[config.mk]
export PLATFORM = sky130hd
export DESIGN_NAME = wb_axi_drain
export DESIGN_NICKNAME = d
export VERILOG_FILES = /design/src/rtl/wb_axi_pkg.sv /design/src/rtl/wb_axi_drain.sv
export SDC_FILE = /design/constraint.sdc
export NUM_CORES = 1
export LEC_CHECK = 0
export ABC_AREA = 1
export CORE_ASPECT_RATIO = 0.75
export CORE_MARGIN = 5
export CORE_UTILIZATION = 40
export CTS_CLUSTER_SIZE = 20
export DETAILED_ROUTE_END_ITERATION = 10
export GPL_ROUTABILITY_DRIVEN = 0
export PLACE_DENSITY = 0.82
export SLEW_MARGIN = 15
export SYNTH_ARGS = -nofsm -noshare
export SYNTH_HDL_FRONTEND = slang
export SYNTH_SLANG_ARGS = --single-unit
[constraint.sdc]
create_clock -name clk -period 3.9 [get_ports clk]
set_input_delay 0.78 -clock clk [delete_from_list [all_inputs] [get_ports clk]]
set_output_delay 0.78 -clock clk [all_outputs]
set_load 0.005 [all_outputs]
[src/rtl/wb_axi_pkg.sv]
// Shared constants and FSM state type for the write-buffer AXI drain path.
package wb_axi_pkg;

    localparam int LINE_W = 128;
    localparam int BEAT_W = 32;

    localparam logic [1:0] AXI_BURST_INCR = 2'b01;
    localparam logic [2:0] AXI_SIZE_4B    = 3'b010;
    localparam logic [7:0] AXI_LEN_LINE   = 8'd3;
    localparam logic [1:0] AXI_RESP_OKAY  = 2'b00;

    typedef enum logic [2:0] {
        IDLE,
        ADDR,
        DATA,
        RESP,
        DONE
    } drain_state_t;

endpackage

[src/rtl/wb_axi_drain.sv]
// Drains one write-buffer line as a 4-beat AXI4 INCR burst, then pops it.
// Optional sticky error capture: define WB_AXI_DRAIN_ERR_EN.
module wb_axi_drain
    import wb_axi_pkg::*;
#(
    parameter logic [3:0] AXI_ID = 4'd1
) (
    input  logic              clk,
    input  logic              rst,
    input  logic              wen_i,
    input  logic [31:0]       waddr_i,
    input  logic [LINE_W-1:0] wdata_i,
    output logic              done_o,
    output logic              busy_o,
`ifdef WB_AXI_DRAIN_ERR_EN
    output logic              err_o,
    output logic [31:0]       err_addr_o,
`endif
    output logic [3:0]        awid,
    output logic [31:0]       awaddr,
    output logic [7:0]        awlen,
    output logic [2:0]        awsize,
    output logic [1:0]        awburst,
    output logic              awvalid,
    input  logic              awready,
    output logic [BEAT_W-1:0] wdata,
    output logic [3:0]        wstrb,
    output logic              wlast,
    output logic              wvalid,
    input  logic              wready,
    input  logic [1:0]        bresp,
    input  logic              bvalid,
    output logic              bready
);

    drain_state_t      state;
    logic [31:0]       addr_q;
    logic [LINE_W-1:0] line_q;
    logic [1:0]        beat;

    assign awid    = AXI_ID;
    assign awlen   = AXI_LEN_LINE;
    assign awsize  = AXI_SIZE_4B;
    assign awburst = AXI_BURST_INCR;

    // Payloads come straight from the latch registers, so they stay stable under stall.
    assign awvalid = (state == ADDR);
    assign awaddr  = addr_q;
    assign wvalid  = (state == DATA);
    assign wstrb   = wvalid ? 4'hF : 4'h0;
    assign wlast   = wvalid && (beat == 2'd3);
    assign wdata   = line_q[{beat, 5'b0} +: BEAT_W];
    assign bready  = (state == RESP);
    assign done_o  = (state == DONE);
    assign busy_o  = (state != IDLE);

    always_ff @(posedge clk) begin
        if (rst) begin
            state  <= IDLE;
            addr_q <= '0;
            line_q <= '0;
            beat   <= '0;
        end else begin
            unique case (state)
                IDLE: begin
                    if (wen_i) begin
                        addr_q <= {waddr_i[31:4], 4'b0};
                        line_q <= wdata_i;
                        beat   <= '0;
                        state  <= ADDR;
                    end
                end
                ADDR: begin
                    if (awready) state <= DATA;
                end
                DATA: begin
                    if (wready) begin
                        beat <= beat + 2'd1;
                        if (wlast) state <= RESP;
                    end
                end
                RESP: begin
                    if (bvalid) state <= DONE;
                end
                DONE: begin
                    state <= IDLE;
                end
                default: begin
                    state <= IDLE;
                end
            endcase
        end
    end

`ifdef WB_AXI_DRAIN_ERR_EN
    logic unused_in;
    assign unused_in = ^waddr_i[3:0];

    // Only the first failing burst is recorded; later errors are dropped.
    always_ff @(posedge clk) begin
        if (rst) begin
            err_o      <= 1'b0;
            err_addr_o <= '0;
        end else if (bready && bvalid && (bresp != AXI_RESP_OKAY) && !err_o) begin
            err_o      <= 1'b1;
            err_addr_o <= addr_q;
        end
    end
`else
    logic unused_in;
    assign unused_in = ^{waddr_i[3:0], bresp};
`endif

endmodule

---- Yosys cells after proc, flatten, opt, wreduce, memory -nomap -nowiden ----
Cells that the tools add are included.
W data, S select, Z words.
storage, ports and cells
  register bits after elaboration ......... 161
  bits in latches ......................... 0
  RAM bits ................................ 0
  memory bits (read-only) ................. 0
  input bits .............................. 168
  output and inout bits ................... 91
  memories kept ........................... 0
operators by class
  $add $sub $neg .......................... 1
  multipliers ............................. 0
  divide/modulo/power cells ............... 0
  order comparisons ....................... 0
  equality and inequality tests ........... 10
  shift-type cells ........................ 1
  multiplexer cells ....................... 10
  bitwise logic cells ..................... 0
  reductions and logical operators ........ 7
operators with widths
  cell                   number
  $shiftx A128 B8 Y32    1
  $mux W3                5
  $pmux W3 S4            1
  $eq A3 B2 Y1 const B   2
  $ne A2 B2 Y1 const B   3
  $reduce_and A5 Y1      1
  $mux W2                2
  $mux W4                1
  $ne A2 B1 Y1 const B   2
  $pmux W2 S2            1
  $eq A3 B1 Y1 const B   1
  $eq A3 B3 Y1 const B   1
  $logic_not A3 Y1       1
  $reduce_and A3 Y1      1
  $reduce_bool A3 Y1     1
  $add A2 B1 Y2 const B  1
  $eq A2 B2 Y1 const B   1
  $reduce_and A2 Y1      1
  $reduce_bool A2 Y1     1
  $logic_and A1 B1 Y1    1

---- Longest topological paths before layout ----
Gate-level depths: netlist of the first run.
  depth in word-level cells ............... 5
  depth in mapped cells ................... 8

---- Least setup slack after synthesis of the first run ----
Ideal clock, no wire load.
  path kind ............................... flip-flop to output port
  from .................................... register beat[0]
  to ...................................... output port wdata[10]
  arrival time ............................ 1.124 ns
  slack ................................... 1.996 ns
  cell stages (with the launch flop) ...... 7
  path through ............................ dfxtp_1 buf_2 clkinv_1 clkbuf_1 o21ai_0 a21oi_1 a21oi_1
on the way
  longest elaborated chain between the ends .. 1
ends and longest elaborated chain
  item                    line                source
  start, declared         wb_axi_drain.sv:39  logic [1:0] beat;
  start signal, assigned  wb_axi_drain.sv:78  beat <= beat + 2'd1;
  $shiftx A128 B8 Y32     wb_axi_drain.sv:52  assign wdata = line_q[{beat, 5'b0} +: BEAT_W];
  end, declared           wb_axi_drain.sv:26  output logic [BEAT_W-1:0] wdata,
No other way between the ends.

---- Worst setup path in the final report of the first run ----
Same ends and word-level chain as after synthesis.

==> results of run 1 <==
-- through the flow --
stage | cell area (sq um) | instances | setup slack [ps]
3_3_place_gp | 9210 | 1344 | 1240
3_5_place_dp | 9210 | 1344 | 1250
2_1_floorplan | 7150 | 957 | 2000
4_1_cts | 9800 | 1376 | 779
5_1_grt | 9800 | 1376 | 593
6_report | 9800 | 1377 | 797
-- final cells by class --
cell class	instances	area [sq um]
Fill cell	1627	7700
Timing Repair Buffer	241	2450
Tap cell	242	303
Sequential cell	161	3220
Antenna cell	1	2.50
Clock inverter	13	149
Clock buffer	19	443
Inverter	170	641
Multi-Input combinational cell	530	2590
-- power by group through the flow --
| stage | logic, mW | registers (mW) | clock network [mW] |
|---|---|---|---|
| after floorplan | 1.45 | 2.37 | 0 |
| after global placement | 2.11 | 2.38 | 0 |
| after detailed placement | 2.16 | 2.40 | 0 |
| after CTS | 2.17 | 2.37 | 1.72 |
| after global routing | 2.41 | 2.43 | 1.80 |
| final | 2.15 | 2.37 | 1.67 |
-- critical path, delay by kind of cell, from the launching register on --
kind,cells,cell delay (ps)
AOI/OAI and AO/OA,3,340
buffers and inverters,3,1220
DFF,1,330
-- cell usage in the layout (no fill, tap or decap), types with 2 or more instances in the layout --
master	instances
clkinv_2	2
a21oi_1	255
clkinv_4	2
clkinvlp_4	2
bufinv_16	2
dfxtp_1	160
inv_1	166
nand2_1	43
o21ai_1	124
conb_1	21
o21ai_0	66
nand3_1	8
buf_12	5
buf_4	5
clkdlybuf4s50_1	231
inv_2	3
nor2_1	9
clkbuf_16	17
inv_6	4
-- state kept, by name (all words and copies together) (netlist names) --
signal,flops
awaddr,28
beat,2
line_q,128
state,3
-- routing by layer --
metal / GRT usage (%) / up-vias / wire, microns
met1: 23.7 / 2926 / 8620
li1: - / 3391 / -
met4: 4.88 / 2 / 227
met5: 0 / - / 13
met2: 27.9 / 172 / 8530
met3: 5.99 / 21 / 1500
-- Yosys cell counts --
cell type	instances
clkinv_1	2
nand3_1	8
conb_1	2
a21oi_1	255
buf_4	25
buf_1	1
nand3_4	1
clkbuf_1	32
ha_1	1
nor2_1	9
dfxtp_1	161
o21ai_0	66
nand3b_1	1
buf_6	29
o21ai_1	124
inv_2	2
inv_1	166
nor2_4	1
buf_8	2
nand2_1	43
buf_2	7
-- logic make-up (layout without fill, tap and decap cells) --
logic type               Yosys count  after routing  share of synthesized area [%]
AO/OA/AOI/OAI                    445            445                           31.4
adder cells (fa/ha/maj)            1              1                          0.177
buffers and inverters            266            443                           18.9
flip-flops                       161            161                           45.5
other                              2             22                          0.106
AND/OR/NAND/NOR                   63             63                           3.83
-- final timing paths --
path                                              start  slack (ps)                  endpoint  cells after the start
worst max-delay path               beat[0]$_SDFFE_PP0P_         800                 wdata[10]                      6
worst min-delay path            line_q[95]$_SDFFE_PP0P_         440   line_q[95]$_SDFFE_PP0P_                      2
worst max register to register    state[2]$_SDFFE_PP0P_        2050  line_q[103]$_SDFFE_PP0P_                      5
worst min register to register  line_q[95]$_SDFFE_PP0P_         440   line_q[95]$_SDFFE_PP0P_                      2
==> results by group, run 1 <==
Pwr
  – Leakage: 3.84 nW
  – Overall power: 6.19 mW
  – Pwr Density: around 630 nW/um^2
  – Combinational power share: roughly a third
  – Seq pwr share: about two fifths
  – Part of the power in the clock network: a little over a quarter
  – Sw power: 2.05 mW
  – Worst VDD drop: 0.251 mV
  – Pint: between 4 and 5 mW
  – Switch share: about a third

Global route
  – First-pass GRT wire length: between 20000 and 30000 microns
  – Initial antenna violation count: 1
  – Grt total ovfl: 0
  – Tot GR Track Use: approximately 18%
  – Largest net degree at the start of global routing: 100
  – Vias in the first global route: roughly 6000

Floorplanning
  – Std-Cell Rows: 42
  – Die H: roughly 130 microns
  – Ports: ~260
  – Chip Width: 164 microns
  – Starting Density: between 40% and 50%
  – Core area: about 17000 sq um
  – Die ar.: a little over 20000 sq um

CTS
  – Cts bufs inserted: 17
  – Clk slew on worst S/H paths: around 60 ps
  – Hold_buf cts: 0
  – Post-CTS Resized: 0
  – H-tree levels: 4
  – Root buf cell: clkbuf_16
  – CTS tree: done
  – CTS Sinks: roughly 160
  – Worst-skew pair later-pin latency: roughly 420 ps
  – Max Buffers Root-to-Sink: 2
  – Post-CTS Setup Inserts: 0

STA
  – RSZ-0062 raised after global routing: false
  – Slew @ Worst Pin: between 700 and 800 ps
  – Slew Limit Fails: 0
  – Clock Skew: 5.58 ps
  – Setup Viol. Count Final: 0
  – Final period utilization: approximately four fifths
  – Worst hold slack: 442 ps
  – Fin crit period: a little over 3000 ps
  – Setup_tns: 0 ps
  – Maximum clock frequency: about 320 MHz
  – Slew headroom: between 50% and 60%
  – Hold violation count in the final report: 0

Logic synthesis
  – Syn avg cell area: ~7.6 sq um
  – Synth Instances: approximately 940
  – Post-synth top area share: between 40 and 50%
  – Post-Syn Area: ~7000 sq um
  – Flops & latches, synth: about 160
  – Largest area contributor in the netlist: dfxtp_1
  – Sequential fraction of the synthesis area: 45.5%
  – Post-synth cell types: 21
  – Ys Warns: 0
  – Top cells by area, synth: dfxtp_1, a21oi_1, inv_1, o21ai_1, o21ai_0

Critical path
  – Crit. End Element: output port
  – Most used cell along the critical path: a21oi_1
  – CP Class: register to output port
  – Crit-path slowest cell: inv_2
  – Setup crit start kind: register
  – Max stage delay on crit path: around 460 ps
  – Critical Path RT: approximately 3100 ps
  – Critical Path Fanout Max: 38
  – Critical-path cell list: inv_2 > buf_4 > o21ai_0 > a21oi_1 > a21oi_1 > clkdlybuf4s50_1
  – CP arrival: approximately 2300 ps

Detailed routing
  – Residual DRC: 0
  – DRT antenna net count: 0
  – DR vias/cell: between 4 and 5
  – Initial DRC count: approximately 530
  – Drt wl/cell: 13.7 microns
  – First drt pass iteration count: 4
  – Detailed Route WL: ~19000 microns
  – Via Count: 6512

Layout
  – Layout Utilization: between 50% and 60%
  – Share of post-route cells with drive strength above 1: 4.23%
  – Synth-to-layout area growth: 38.4%
  – Final net count: 1290

Place
  – PortBufs: between 200 and 250
  – Hpwl dp: roughly 13000 microns

Run
  – Max-cap viol count: 0

Min path
  – Worst min-delay path class: register to register

Run status
  – Status: finished, final reports clean
Note: power is estimated with default switching activity, not from simulation.
==> inputs of run 2 (changes only) <==
- clock period: 3.9 -> 3.2 ns (I/O delays scaled with it)
==> run 2 against run 1 <==
Compared with the run above: sequential share of layout area fell by 0.20 points; sequential power up 22%; cell area up 0.61%; wire length increased by 0.25%; combinational power is 23% higher; utilization increased by 0.34 points; largest power group unchanged; non-clock buffer count up 4; largest cell class unchanged; worst setup slack worse by 480 ps; global-route usage is 0.075 points higher; die area is the same; total power up 23%; first-iteration DRC count down 29%.
==> results by group, run 2 (synthesized netlist as in run 1, its figures left out) <==
STA
  – Setup_tns: 0 ps (unchanged)
  – Setup WS post-layout: 321 ps (-476 ps)
  – Slew Limit Fails: 0 (unchanged)
  – Fin crit period: between 2000 and 3000 ps
  – Setup Viol. Count Final: 0 (unchanged)
  – RSZ-0062 raised after global routing: false
  – Final period utilization: 90.0%
  – Clock Skew: 5.53 ps (-0.0473 ps)
  – Maximum clock frequency: between 300 and 400 MHz
  – Hold violation count in the final report: 0 (unchanged)
  – Worst hold slack: 443 ps (+0.699 ps)

Place
  – PortBufs: 231 (unchanged)
  – Dpl ws: 745 ps (-504 ps)
  – Hpwl dp: 13200 microns (+1.2%)

Global route
  – First-pass GRT wire length: 30000 microns (unchanged)
  – Grt total ovfl: 0 (unchanged)
  – Vias in the first global route: 6017 (-0.18%)
  – Initial antenna violation count: 0 (-1)
  – Tot GR Track Use: 17.9% (+0.075 points)
  – Largest net degree at the start of global routing: 114 (+14%)

Detailed routing
  – Drt wl/cell: 13.7 microns (about the same)
  – Initial DRC count: 372 (-29%)
  – First drt pass iteration count: 4 (unchanged)
  – Detailed Route WL: 18900 microns (+0.25%)
  – DRT antenna net count: 0 (unchanged)
  – DR vias/cell: 4.71 (-0.46%)
  – Via Count: 6496 (-0.25%)
  – Residual DRC: 0 (unchanged)

CTS
  – Clk slew on worst S/H paths: 60 ps (about the same)
  – CTS tree: done
  – CTS Sinks: 161 (unchanged)
  – H-tree levels: 4 (unchanged)
  – Cts bufs inserted: 17 (unchanged)
  – Post-CTS Setup Inserts: 0 (unchanged)
  – Worst-skew pair later-pin latency: 420 ps (about the same)
  – Max Buffers Root-to-Sink: 2 (unchanged)
  – Root buf cell: clkbuf_16
  – Hold_buf cts: 0 (unchanged)
  – Post-CTS Resized: 0 (unchanged)

Critical path
  – Most used cell along the critical path: a21oi_1
  – CP arrival: 2240 ps (-80 ps)
  – Critical-path cell list: inv_2 > buf_4 > a21oi_1 > a21oi_1 > clkdlybuf4s50_1
  – Setup crit start kind: register
  – Critical path buffer and inverter count: 3 (unchanged)
  – Crit-path slowest cell: clkdlybuf4s50_1
  – Crit. End Element: output port
  – Cell family with most CP delay: buffers and inverters
  – Critical Path Fanout Max: 28 (-26%)
  – CP Class: register to output port
  – Critical Path RT: 2560 ps (-560 ps)
  – Max stage delay on crit path: 550 ps (+90 ps)

Layout
  – Share of post-route cells with drive strength above 1: 4.66% (+0.42 points)
  – Most common cell after layout, fill and taps aside: a21oi_1
  – Synth-to-layout area growth: 39.2%
  – Largest Register: line_q
  – Final net count: 1294 (+0.31%)
  – Most frequent cells in the layout: a21oi_1, clkdlybuf4s50_1, inv_1, dfxtp_1, o21ai_1
  – Ant. Diodes: 0 (-1)
  – Max FFs per register: 128 (unchanged)

Run
  – Max-cap viol count: 0 (unchanged)

Pwr
  – Overall power: 7.64 mW (+23%)
  – Leakage: 3.87 nW (+0.94%)
  – Pwr Density: 775 nW/um^2 (+23%)
  – Worst VDD drop: 0.330 mV (+31%)

Floorplanning
  – Die H: 125 microns (unchanged)
  – Ports: 259 (unchanged)
  – Std-Cell Rows: 42 (unchanged)
  – Core area: 17500 sq um (unchanged)
  – Starting Density: 40.5% (unchanged)
  – Chip Width: 164 microns (unchanged)
  – Die ar.: 20500 sq um (unchanged)

Run status
  – Status: finished, final reports clean

Min path
  – Worst min-delay path class: register to register
## run 2: cell types whose count changed in the layout (fill, tap and decap cells not counted)
| cell | delta |
|---|---|
| buf_12 | +1 |
| buf_4 | +3 |
| clkbuf_1 | -1 |
| clkinv_2 | -1 |
| clkinv_4 | +2 |
| clkinvlp_4 | -1 |
| diode_2 | -1 |
| inv_6 | -3 |
| inv_8 | +4 |
## run 2: metal layers
layer | track usage, % | vias up | routed length [microns]
met3 | 5.79 | 21 | 1400
met2 | 28.6 | 169 | 8630
li1 | - | 3408 | -
met4 | 5.03 | 0 | 279
met1 | 23.4 | 2898 | 8620
met5 | 0 | - | 0
## run 2: worst reg2reg max path: cells and delay by family, from the launching register on
kind                   cells  cell delay [ps]
and+or+nand+nor            2              520
buffers and inverters      1              340
DFF                        1              360
AOI/OAI and AO/OA          2              420
## run 2: path summary, 6_finish.rpt
path / from / endpoint / slack [ps] / cells after the start
setup reg to reg: state[2]$_SDFFE_PP0P_ / line_q[120]$_SDFFE_PP0P_ / 1440 / 5
hold / removal: awaddr[5]$_SDFFE_PP0P_ / awaddr[5]$_SDFFE_PP0P_ / 440 / 2
hold reg to reg: awaddr[5]$_SDFFE_PP0P_ / awaddr[5]$_SDFFE_PP0P_ / 440 / 2
setup / recovery: beat[0]$_SDFFE_PP0P_ / wdata[4] / 320 / 5
## run 2: through the flow
step / instance area [sq um] / util [%] / instances
after floorplan: 7150 / - / 957
after global routing: 9860 / 56.4 / 1380
after global placement: 9250 / 52.9 / 1348
final: 9860 / 56.4 / 1380
after CTS: 9860 / 56.4 / 1380
after detailed placement: 9250 / 52.9 / 1348
## run 2: power by group
group	switching (mW)	total, mW	internal [mW]
registers	0.281	2.89	2.61
clock network	0.905	2.11	1.20
logic	1.38	2.64	1.26
## run 2: area by class of cell
type	instances	area [sq um]
fillers	1599	7640
flip-flops and latches	161	3220
multi-input cells	530	2590
repair buffers	245	2490
inverters	170	641
clock buffers	18	439
well taps	242	303
clock inverters	14	173
==> inputs of run 3 (changes only) <==
- HOLD_SLACK_MARGIN: unset -> 0.05
- PLACE_DENSITY: 0.82 -> 0.71
==> run 3 against run 2 <==
Compared with the run above: worst setup slack better by 110 ps; sequential power about the same; clock power is 2% higher; first-iteration DRC count is 31% higher.
==> results by group, run 3 (synthesized netlist as in run 1, its figures left out) <==
STA
  – Clock Skew: 5.70 ps (+0.173 ps)
  – Slew @ Worst Pin: 543 ps
  – Setup WS post-layout: 430 ps (+110 ps)
  – Slew Limit Fails: 0 (unchanged)
  – Hold violation count in the final report: 0 (unchanged)
  – Setup Viol. Count Final: 0 (unchanged)
  – Worst hold slack: 443 ps (+0.523 ps)
  – Maximum clock frequency: 361 MHz (+4.0%)
  – Setup_tns: 0 ps (unchanged)
  – RSZ-0062 raised after global routing: false
  – Final period utilization: 86.6% (-3.4 points)
  – Slew headroom: between 60% and 70%
  – Fin crit period: 2770 ps (-110 ps)

Floorplanning
  – Die ar.: 20500 sq um (unchanged)
  – Starting Density: 40.5% (unchanged)
  – Ports: 259 (unchanged)
  – Die H: 125 microns (unchanged)
  – Core area: 17500 sq um (unchanged)
  – Std-Cell Rows: 42 (unchanged)
  – Chip Width: 164 microns (unchanged)

Critical path
  – Crit path to: wdata[14]
  – Setup crit start: beat[0]$_SDFFE_PP0P_
  – Cell family with most CP delay: buffers and inverters
  – Crit-path slowest cell: clkdlybuf4s50_1
  – CP Class: register to output port
  – Max stage delay on crit path: 470 ps (-80 ps)
  – CP arrival: 2130 ps (-110 ps)
  – Worst R2R End: state[1]$_SDFFE_PP0P_
  – Critical path buffer and inverter count: 3 (unchanged)
  – R2R Path Start: beat[0]$_SDFFE_PP0P_
  – Setup crit start kind: register
  – Critical Path Fanout Max: 54 (+93%)
  – Crit. path cell count: 6 (+1)
  – Critical-path cell list: inv_2 > buf_4 > o21ai_0 > a21oi_1 > a21oi_1 > clkdlybuf4s50_1
  – Most used cell along the critical path: a21oi_1
  – Crit. End Element: output port
  – R2R depth: 8 (+3)
  – Critical Path RT: 2560 ps (about the same)
  – Worst R2R Setup Slack: 1580 ps (+140 ps)

Detailed routing
  – DRT antenna net count: 0 (unchanged)
  – Drt wl/cell: 13.6 microns (-1.1%)
  – Via Count: 6497 (+0.015%)
  – Detailed Route WL: 18700 microns (-1.2%)
  – Initial DRC count: 488 (+31%)
  – Residual DRC: 0 (unchanged)
  – DR vias/cell: 4.71 (+0.16%)
  – First drt pass iteration count: 5 (+1)

Pwr
  – Pwr Density: 778 nW/um^2 (+0.36%)
  – Worst VDD drop: 0.411 mV (+25%)
  – Overall power: 7.65 mW (+0.12%)
  – Leakage: 3.85 nW (-0.70%)

Global route
  – GRT met3 Usage: 6.91% (+1.1 points)
  – Vias in the first global route: 5938 (-1.3%)
  – Grt total ovfl: 0 (unchanged)
  – Largest net degree at the start of global routing: 94 (-18%)
  – Initial antenna violation count: 0 (unchanged)
  – Met1 GRT Util: 24.8% (+1.4 points)
  – First-pass GRT wire length: 29900 microns (about the same)
  – GRT Max-Usage Layer: met2
  – Met2 usage in global routing: 25.9% (-2.7 points)
  – Tot GR Track Use: 17.7% (-0.24 points)

CTS
  – H-tree levels: 4 (unchanged)
  – Root buf cell: clkbuf_16
  – Hold_buf cts: 0 (unchanged)
  – Clk slew on worst S/H paths: 60 ps (about the same)
  – Worst-skew pair later-pin latency: 410 ps (about the same)
  – CTS Sinks: 161 (unchanged)
  – Cts bufs inserted: 17 (unchanged)
  – CTS tree: done
  – Post-CTS Setup Inserts: 0 (unchanged)
  – Max Buffers Root-to-Sink: 2 (unchanged)
  – Post-CTS Resized: 0 (unchanged)

Place
  – Inst Count DP: 1346 (-0.15%)
  – Placed instance area: 9210 sq um (-0.43%)
  – Dpl ws: 901 ps (+156 ps)
  – PortBufs: 231 (unchanged)
  – Hpwl dp: 12700 microns (-3.5%)

Run status
  – Status: finished, final reports clean

Run
  – Max-cap viol count: 0 (unchanged)

Layout
  – Ant. Diodes: 0 (unchanged)
  – Most common cell after layout, fill and taps aside: a21oi_1
  – Most frequent cells in the layout: a21oi_1, clkdlybuf4s50_1, inv_1, dfxtp_1, o21ai_1
  – Final net count: 1292 (-0.15%)
  – Synth-to-layout area growth: 38.9%
  – Finished Layout Cells: 1378 (-0.14%)
  – # fillers: 1676 (+4.8%)
  – Max FFs per register: 128 (unchanged)
  – Layout Utilization: 56.2% (-0.14 points)
  – Final Cell Area: 9840 sq um (-0.24%)
  – Largest Register: line_q
  – Share of post-route cells with drive strength above 1: 4.49% (-0.17 points)

Min path
  – Worst min-delay path class: register to register
## run 3: changes by cell type in the layout (fill, tap and decap cells not counted), moves of 2 or more
cell | previous run | this run
clkinv_4 | 4 | 1
buf_12 | 6 | 4
inv_8 | 5 | 1
inv_6 | 1 | 4
clkinvlp_4 | 1 | 4
## run 3: worst min path at each step
| stage | startpoint | depth (start not counted) | slack [ps] | to |
|---|---|---|---|---|
| after global placement | line_q[24]$_SDFFE_PP0P_ | 2 | 430 | line_q[24]$_SDFFE_PP0P_ |
| after floorplan | line_q[108]$_SDFFE_PP0P_ | 2 | 420 | line_q[108]$_SDFFE_PP0P_ |
| after global routing | awaddr[12]$_SDFFE_PP0P_ | 2 | 460 | awaddr[12]$_SDFFE_PP0P_ |
| final | line_q[73]$_SDFFE_PP0P_ | 2 | 440 | line_q[73]$_SDFFE_PP0P_ |
| after detailed placement | line_q[15]$_SDFFE_PP0P_ | 2 | 430 | line_q[15]$_SDFFE_PP0P_ |
| after CTS | line_q[15]$_SDFFE_PP0P_ | 2 | 440 | line_q[15]$_SDFFE_PP0P_ |
## run 3: cell type report
class,count,area [sq um],area share [%]
Clock buffer,19,453,4.60
Clock inverter,13,175,1.78
Inverter,170,641,6.51
Multi-Input combinational cell,530,2590,26.3
Sequential cell,161,3220,32.8
Tap cell,242,303,3.08
Timing Repair Buffer,243,2450,24.9
## run 3: layer usage
| metal | part of all wire [%] | routed length (microns) |
|---|---|---|
| met5 | 0 | 0 |
| met4 | 0.92 | 172 |
| met3 | 8.7 | 1630 |
| met1 | 48 | 8920 |
| met2 | 43 | 7990 |
## run 3: power breakdown
group / switching [mW] / total [mW] / internal (mW)
sequential: 0.272 / 2.89 / 2.61
combinational: 1.38 / 2.61 / 1.24
clock: 0.864 / 2.15 / 1.29
total: 2.51 / 7.65 / 5.14
## run 3: tightest hold or removal path: stages (launching register included)
cell     delay, ps
dfxtp_1        310
inv_1           50
a21oi_1         50
